File: config.mk
export PLATFORM = sky130hd
export DESIGN_NAME = fsk_tone_correlator
export DESIGN_NICKNAME = d
export VERILOG_FILES = /design/src/rtl/fsk_tone_correlator.sv
export SDC_FILE = /design/constraint.sdc
export NUM_CORES = 1
export LEC_CHECK = 0
export ABC_AREA = 0
export CELL_PAD_IN_SITES_DETAIL_PLACEMENT = 1
export CELL_PAD_IN_SITES_GLOBAL_PLACEMENT = 1
export CORE_MARGIN = 1.5
export CORE_UTILIZATION = 40
export DETAILED_ROUTE_END_ITERATION = 10
export GPL_ROUTABILITY_DRIVEN = 0
export PLACE_DENSITY_LB_ADDON = 0.3
export SLEW_MARGIN = 20
export SYNTH_ARGS = -nofsm -noshare
export SYNTH_HDL_FRONTEND = slang
export SYNTH_SLANG_ARGS = --single-unit
File: constraint.sdc
create_clock -name CLOCK -period 5.6 [get_ports CLOCK]
set_input_delay 0.56 -clock CLOCK [delete_from_list [all_inputs] [get_ports CLOCK]]
set_output_delay 0.56 -clock CLOCK [all_outputs]
set_load 0.02 [all_outputs]
File: src/rtl/fsk_tone_correlator.sv
// rtl/fsk_tone_correlator.sv - FSK mark/space tone correlator with per-frame bit decision
// Optional quadrature correlation is enabled by defining FSK_CORR_QUAD_EN.
module fsk_tone_correlator #(
  parameter int               W             = 8,
  parameter int               NTAPS         = 16,
  parameter int               ACC_W         = 16,
  parameter logic [NTAPS-1:0] MARK_PATTERN  = 16'hFFFF,
  parameter logic [NTAPS-1:0] SPACE_PATTERN = 16'hAAAA
`ifdef FSK_CORR_QUAD_EN
  ,
  parameter logic [NTAPS-1:0] MARK_Q_PATTERN  = 16'h0F0F,
  parameter logic [NTAPS-1:0] SPACE_Q_PATTERN = 16'h6666
`endif
) (
  input  logic                CLOCK,
  input  logic                RESET,
  input  logic                SAMP,
  input  logic                SHIFT,
  input  logic [6:0]          COUNT,
  input  logic signed [W-1:0] DATA_IN,
  output logic [ACC_W-1:0]    MARK_MAG,
  output logic [ACC_W-1:0]    SPACE_MAG,
  output logic                BIT_OUT,
  output logic                VALID,
  output logic                OVERRUN
);

  localparam int IDX_W  = $clog2(NTAPS);
  localparam int FILL_W = $clog2(NTAPS + 1);
  localparam logic [1:0] S_IDLE   = 2'd0;
  localparam logic [1:0] S_ACCUM  = 2'd1;
  localparam logic [1:0] S_DECIDE = 2'd2;
  localparam logic [ACC_W-1:0] ACC_MAX = {1'b0, {(ACC_W-1){1'b1}}};
  localparam logic [ACC_W-1:0] ACC_MIN = {1'b1, {(ACC_W-1){1'b0}}};

  logic [1:0]              state_q, state_d;
  logic [IDX_W-1:0]        idx_q, idx_d;
  logic [FILL_W-1:0]       fill_q, fill_d;
  logic signed [W-1:0]     hist_q [NTAPS];
  logic signed [W-1:0]     hist_d [NTAPS];
  logic signed [ACC_W-1:0] mark_acc_q, mark_acc_d, space_acc_q, space_acc_d;
  logic [ACC_W-1:0]        mark_mag_q, mark_mag_d, space_mag_q, space_mag_d;
  logic                    bit_q, bit_d, valid_q, valid_d, overrun_q, overrun_d;
  logic signed [ACC_W-1:0] tap;
  logic [ACC_W-1:0]        mark_new, space_new;
  logic                    step;

  // The most negative accumulator value has no positive twin, so it clamps.
  function automatic logic [ACC_W-1:0] abs_sat(input logic signed [ACC_W-1:0] x);
    if (!x[ACC_W-1]) return x;
    if (x == ACC_MIN) return ACC_MAX;
    return -x;
  endfunction

  assign tap  = {{(ACC_W-W){hist_q[idx_q][W-1]}}, hist_q[idx_q]};
  assign step = !SAMP && (state_q == S_ACCUM) && SHIFT;

`ifdef FSK_CORR_QUAD_EN
  logic signed [ACC_W-1:0] mark_quad_acc_q, mark_quad_acc_d, space_quad_acc_q, space_quad_acc_d;

  function automatic logic [ACC_W-1:0] add_sat(input logic [ACC_W-1:0] a, input logic [ACC_W-1:0] b);
    logic [ACC_W:0] s;
    s = {1'b0, a} + {1'b0, b};
    return (s > {1'b0, ACC_MAX}) ? ACC_MAX : s[ACC_W-1:0];
  endfunction

  always_comb begin
    mark_quad_acc_d  = mark_quad_acc_q;
    space_quad_acc_d = space_quad_acc_q;
    if (SAMP) begin
      mark_quad_acc_d  = '0;
      space_quad_acc_d = '0;
    end else if (step) begin
      mark_quad_acc_d  = MARK_Q_PATTERN[idx_q]  ? mark_quad_acc_q + tap  : mark_quad_acc_q - tap;
      space_quad_acc_d = SPACE_Q_PATTERN[idx_q] ? space_quad_acc_q + tap : space_quad_acc_q - tap;
    end
  end

  always_ff @(posedge CLOCK) begin
    if (RESET) begin
      mark_quad_acc_q  <= '0;
      space_quad_acc_q <= '0;
    end else begin
      mark_quad_acc_q  <= mark_quad_acc_d;
      space_quad_acc_q <= space_quad_acc_d;
    end
  end

  assign mark_new  = add_sat(abs_sat(mark_acc_q), abs_sat(mark_quad_acc_q));
  assign space_new = add_sat(abs_sat(space_acc_q), abs_sat(space_quad_acc_q));
`else
  assign mark_new  = abs_sat(mark_acc_q);
  assign space_new = abs_sat(space_acc_q);
`endif

  always_comb begin
    state_d     = state_q;
    idx_d       = idx_q;
    fill_d      = fill_q;
    hist_d      = hist_q;
    mark_acc_d  = mark_acc_q;
    space_acc_d = space_acc_q;
    mark_mag_d  = mark_mag_q;
    space_mag_d = space_mag_q;
    bit_d       = bit_q;
    valid_d     = 1'b0;
    overrun_d   = overrun_q;
    if (SAMP) begin
      // A sample arriving mid-frame aborts that frame and restarts on the new history.
      for (int i = NTAPS - 1; i > 0; i--) hist_d[i] = hist_q[i-1];
      hist_d[0] = DATA_IN;
      if (fill_q != FILL_W'(NTAPS)) fill_d = fill_q + 1'b1;
      if (state_q != S_IDLE) overrun_d = 1'b1;
      state_d     = S_ACCUM;
      idx_d       = '0;
      mark_acc_d  = '0;
      space_acc_d = '0;
    end else begin
      case (state_q)
        S_ACCUM: begin
          if (COUNT == 7'd0) overrun_d = 1'b1;
          if (SHIFT) begin
            mark_acc_d  = MARK_PATTERN[idx_q]  ? mark_acc_q + tap  : mark_acc_q - tap;
            space_acc_d = SPACE_PATTERN[idx_q] ? space_acc_q + tap : space_acc_q - tap;
            idx_d       = idx_q + 1'b1;
            if (idx_q == IDX_W'(NTAPS - 1)) state_d = S_DECIDE;
          end
        end
        S_DECIDE: begin
          state_d = S_IDLE;
          if (fill_q == FILL_W'(NTAPS)) begin
            mark_mag_d  = mark_new;
            space_mag_d = space_new;
            if (mark_new > space_new) bit_d = 1'b1;
            else if (space_new > mark_new) bit_d = 1'b0;
            valid_d = 1'b1;
          end
        end
        default: state_d = S_IDLE;
      endcase
    end
  end

  always_ff @(posedge CLOCK) begin
    if (RESET) begin
      state_q     <= S_IDLE;
      idx_q       <= '0;
      fill_q      <= '0;
      for (int i = 0; i < NTAPS; i++) hist_q[i] <= '0;
      mark_acc_q  <= '0;
      space_acc_q <= '0;
      mark_mag_q  <= '0;
      space_mag_q <= '0;
      bit_q       <= 1'b0;
      valid_q     <= 1'b0;
      overrun_q   <= 1'b0;
    end else begin
      state_q     <= state_d;
      idx_q       <= idx_d;
      fill_q      <= fill_d;
      hist_q      <= hist_d;
      mark_acc_q  <= mark_acc_d;
      space_acc_q <= space_acc_d;
      mark_mag_q  <= mark_mag_d;
      space_mag_q <= space_mag_d;
      bit_q       <= bit_d;
      valid_q     <= valid_d;
      overrun_q   <= overrun_d;
    end
  end

  assign MARK_MAG  = mark_mag_q;
  assign SPACE_MAG = space_mag_q;
  assign BIT_OUT   = bit_q;
  assign VALID     = valid_q;
  assign OVERRUN   = overrun_q;

endmodule

==> impl_metrics.xml <==
<?xml version="1.0" encoding="UTF-8"?>
<metrics>
  <group name="floorplanning">
    <metric name="fp.dieH" unit="um">169.4</metric>
    <metric name="row_count" unit="">60</metric>
    <metric name="dieArea" unit="um^2">28700</metric>
    <metric name="initial_core_utilization" unit="%">40.87</metric>
    <metric name="die_w" unit="um">169.4</metric>
    <metric name="placeableCoreArea" unit="um^2">27100</metric>
    <metric name="boundary_pins" unit="">54</metric>
  </group>
  <group name="drt">
    <metric name="via_count" unit="">8735</metric>
    <metric name="detailed_route_drc_error_count" unit="">0</metric>
    <metric name="avgViaCountPerCell" unit="">5.369</metric>
    <metric name="antenna_violating_nets_post_route" unit="">0</metric>
    <metric name="detailedRoute.firstIterationViolations" unit="">519</metric>
    <metric name="drt_first_pass_iters" unit="">4</metric>
    <metric name="totalWireLength" unit="um">28900</metric>
    <metric name="post_drt_wl_per_cell" unit="um">17.76</metric>
  </group>
  <group name="logic_synthesis">
    <metric name="postSynthRegisterBits" unit="">207</metric>
    <metric name="syn-num-nets" unit="">1296</metric>
    <metric name="netlist_area" unit="um^2">11080</metric>
    <metric name="synth_most_common_cell" unit="">sky130_fd_sc_hd__nor2_1</metric>
    <metric name="ys_dominant_reg_cell" unit="">sky130_fd_sc_hd__dfxtp_1</metric>
    <metric name="synth-edff-count" unit="">0</metric>
    <metric name="synth.yosys.warnings" unit="">0</metric>
    <metric name="ys_seq_area_share" unit="%">37.42</metric>
    <metric name="ys_top_cells_by_area" unit="">sky130_fd_sc_hd__dfxtp_1, sky130_fd_sc_hd__mux2i_1, sky130_fd_sc_hd__nor2_1</metric>
    <metric name="list_of_most_frequent_post_synthesis_cells" unit="">sky130_fd_sc_hd__nor2_1, sky130_fd_sc_hd__dfxtp_1, sky130_fd_sc_hd__mux2i_1</metric>
    <metric name="post_synthesis_instance_total" unit="">1219</metric>
    <metric name="synth_top_area_share" unit="%">37.42</metric>
    <metric name="ys_types" unit="">60</metric>
    <metric name="synth-async-reset-ratio" unit="%">0</metric>
    <metric name="synth_top_area_cell" unit="">sky130_fd_sc_hd__dfxtp_1</metric>
    <metric name="syn_avg_cell_area" unit="um^2">9.086</metric>
  </group>
  <group name="clock_network">
    <metric name="number_of_cts_inserted_buffers" unit="">24</metric>
    <metric name="clkSinkCount" unit="">207</metric>
    <metric name="ctsHoldBuffers" unit="">0</metric>
    <metric name="clk_pin_slew_worst_paths" unit="ns">0.06</metric>
    <metric name="clock_tree.root_cell" unit="">sky130_fd_sc_hd__clkbuf_16</metric>
    <metric name="clkLatencyLatePin" unit="ns">0.52</metric>
    <metric name="cts_tree" unit="">yes</metric>
    <metric name="cts-htree-levels" unit="">1</metric>
    <metric name="cts-resized-gates" unit="">0</metric>
    <metric name="post-cts-setup-buffers" unit="">0</metric>
    <metric name="max-clock-path-buffers" unit="">3</metric>
  </group>
  <group name="job">
    <metric name="max_cap_violations" unit="">0</metric>
  </group>
  <group name="power">
    <metric name="power.density" unit="nW/um^2">274.8</metric>
    <metric name="switching_share" unit="%">24.83</metric>
    <metric name="netSwitchingPower" unit="mW">0.8668</metric>
    <metric name="share_clk_of_total_power" unit="%">45.9</metric>
    <metric name="power.static_leakage" unit="nW">5.197</metric>
    <metric name="ir_worst_vdd" unit="V">0.0001657</metric>
    <metric name="comb_power_share" unit="%">10.8</metric>
    <metric name="seqPwrFrac" unit="%">43.2</metric>
    <metric name="power.internal" unit="mW">2.624</metric>
  </group>
  <group name="global_routing">
    <metric name="grt_pass1_vias" unit="">9083</metric>
    <metric name="grt_pass1_wl" unit="um">47720</metric>
    <metric name="number_of_antenna_violations_at_the_first_check_in_global_routing" unit="">0</metric>
    <metric name="global_route.overflow_total" unit="">0</metric>
    <metric name="largest_net_degree_at_the_start_of_global_routing" unit="">75</metric>
    <metric name="grt_util_all_layers" unit="%">20.52</metric>
  </group>
  <group name="worst_setup_path">
    <metric name="crit_path_start_kind" unit="">flip-flop</metric>
    <metric name="crit_fanout" unit="">28</metric>
    <metric name="worst-endpoint-required" unit="ns">6.05</metric>
    <metric name="path_class" unit="">reg2reg</metric>
    <metric name="r2r.worst_path.cells" unit="">17</metric>
    <metric name="worstSetupEndpointType" unit="">flip-flop</metric>
    <metric name="critPathArrivalTime" unit="ns">5.57</metric>
  </group>
  <group name="outcome">
    <metric name="outcome" unit="">finished clean</metric>
  </group>
  <group name="finish">
    <metric name="layout-drive-gt1-share" unit="%">8.606</metric>
    <metric name="num-nets-final" unit="">1316</metric>
    <metric name="area_delta_synth_final" unit="%">14.70</metric>
    <metric name="nFillCells" unit="">3056</metric>
    <metric name="sequential_cell_area" unit="um^2">4146</metric>
    <metric name="n_antenna_cell" unit="">0</metric>
    <metric name="final_area" unit="um^2">12700</metric>
    <metric name="multi_input_comb_area" unit="um^2">6566</metric>
  </group>
  <group name="sta">
    <metric name="slew_headroom" unit="%">34.92</metric>
    <metric name="finalWorstPathRequiredPeriod" unit="ns">5.124</metric>
    <metric name="finalClockSkew" unit="ns">0.01592</metric>
    <metric name="finalCritPeriodShare" unit="%">91.50</metric>
    <metric name="setup-violations-final" unit="">0</metric>
    <metric name="timing_max_transition_violations_final" unit="">0</metric>
    <metric name="setup_tns" unit="ns">0</metric>
    <metric name="worst_slew_pin_slew" unit="ns">0.9762</metric>
    <metric name="achievable-frequency" unit="MHz">195.2</metric>
    <metric name="setup_repair_after_global_routing_missed_its_margin" unit="">false</metric>
    <metric name="fin_ws" unit="ns">0.4759</metric>
    <metric name="hold_ws" unit="ns">0.4460</metric>
    <metric name="final-hold-violation-count" unit="">0</metric>
  </group>
  <group name="worst_hold_path">
    <metric name="timing.hold.worst.class" unit="">in2reg</metric>
    <metric name="min_delay_path_depth" unit="">2</metric>
  </group>
  <group name="placement">
    <metric name="post-dp-hpwl" unit="um">20710</metric>
    <metric name="io_buffer_count" unit="">53</metric>
    <metric name="placedInstanceArea" unit="um^2">11890</metric>
    <metric name="preCtsSetupSlack" unit="ns">0.4817</metric>
  </group>
</metrics>
cells in the final DEF (no fill, tap or decap), types with 4 or more instances in the layout:
master,synthesis,layout
sky130_fd_sc_hd__a211oi_1,26,26
sky130_fd_sc_hd__dfxtp_1,207,205
sky130_fd_sc_hd__clkbuf_8,0,6
sky130_fd_sc_hd__clkbuf_16,0,25
sky130_fd_sc_hd__nor2_1,229,229
sky130_fd_sc_hd__clkdlybuf4s50_1,0,51
sky130_fd_sc_hd__inv_1,17,17
sky130_fd_sc_hd__or3_1,5,5
sky130_fd_sc_hd__nor3_1,27,27
sky130_fd_sc_hd__nor4_1,6,6
sky130_fd_sc_hd__ha_1,56,56
sky130_fd_sc_hd__o31ai_1,14,14
sky130_fd_sc_hd__xor2_1,28,28
sky130_fd_sc_hd__mux4_1,4,4
sky130_fd_sc_hd__or4_1,7,7
sky130_fd_sc_hd__mux4_2,26,26
sky130_fd_sc_hd__o21a_1,6,6
sky130_fd_sc_hd__nor2b_1,13,13
sky130_fd_sc_hd__buf_4,2,14
sky130_fd_sc_hd__mux2i_1,142,142
sky130_fd_sc_hd__nand3_1,17,17
sky130_fd_sc_hd__mux2_2,12,12
sky130_fd_sc_hd__nand4_1,6,6
sky130_fd_sc_hd__nand2_1,100,100
sky130_fd_sc_hd__xnor2_1,29,29
sky130_fd_sc_hd__o21ai_0,43,43
sky130_fd_sc_hd__a21oi_1,66,66
sky130_fd_sc_hd__clkinv_2,0,4
sky130_fd_sc_hd__nand2b_1,5,5
sky130_fd_sc_hd__a21o_1,10,10
registers in the layout, summed over array words and instances (netlist names), named ones only:
name / flops
BIT_OUT: 1
MARK_MAG: 16
OVERRUN: 1
SPACE_MAG: 16
VALID: 1
fill_q: 5
hist_q: 128
idx_q: 4
mark_acc_q: 16
space_acc_q: 16
state_q: 2
path summary, 6_finish.rpt:
path / from / endpoint / slack [ns]
worst max-delay path: idx_q[2] / space_acc_q[15] / 0.48
worst min-delay path: RESET / MARK_MAG[15] / 0.45
worst max register to register: idx_q[2] / space_acc_q[15] / 0.48
worst min register to register: SPACE_MAG[12] / SPACE_MAG[12] / 0.46
per-layer routing:
layer  track usage (%)  wire length, um  vias to the layer above
met5                 0                0                        -
met4             5.464              717                        0
met3             2.122              599                       48
met2             35.87            13790                      109
met1             26.96            13790                     4245
li1                  -                -                     4333
cell families (layout without fill, tap and decap cells):
group / after synthesis / in the layout / synth area share (%)
AO/OA/AOI/OAI: 195 / 195 / 11.13
XOR/XNOR: 57 / 57 / 4.507
AND/OR/NAND/NOR: 428 / 428 / 16.62
buffers and inverters: 90 / 126 / 3.355
adder cells (fa/ha/maj): 58 / 58 / 6.688
flip-flops: 207 / 207 / 37.42
multiplexers: 184 / 184 / 20.29
critical path, stage by stage (launching register included):
cell and delay [ns]:
sky130_fd_sc_hd__dfxtp_2 0.68, sky130_fd_sc_hd__buf_12 0.27, sky130_fd_sc_hd__mux4_2 0.32, sky130_fd_sc_hd__mux2_2 0.32, sky130_fd_sc_hd__nor3_1 0.18, sky130_fd_sc_hd__a21oi_1 0.16, sky130_fd_sc_hd__or3_4 0.47, sky130_fd_sc_hd__ha_1 0.27
sky130_fd_sc_hd__o21ai_0 0.27, sky130_fd_sc_hd__ha_1 0.33, sky130_fd_sc_hd__o21ai_0 0.17, sky130_fd_sc_hd__nor2_1 0.08, sky130_fd_sc_hd__or4_1 0.42, sky130_fd_sc_hd__o21a_1 0.22, sky130_fd_sc_hd__a311oi_2 0.29, sky130_fd_sc_hd__xnor2_1 0.13
sky130_fd_sc_hd__or3_1 0.31, sky130_fd_sc_hd__a21oi_1 0.14
final cells by class:
class	count	area share, %
timing repair buffer	67	5.092
inverter	17	0.5023
sequential	207	32.64
multi-input combinational	922	51.69
tap	372	3.664
clock buffer	34	5.663
clock inverter	8	0.7485
through the flow:
stage	util, %	total power [mW]	cells
finish	46.87	3.490	1627
global route	46.87	3.624	1627
CTS	46.87	3.528	1627
detailed placement	43.87	1.919	1585
global placement	43.87	1.907	1585
floorplan	-	1.816	1219
power groups by stage:
| stage | registers (mW) | logic, mW | clock network (mW) |
|---|---|---|---|
| after floorplan | 1.53 | 0.285 | 0 |
| after global placement | 1.54 | 0.367 | 0 |
| after detailed placement | 1.54 | 0.378 | 0 |
| after CTS | 1.51 | 0.381 | 1.64 |
| after global routing | 1.51 | 0.420 | 1.69 |
| final | 1.51 | 0.378 | 1.60 |
Note: power is estimated with default switching activity, not from simulation.
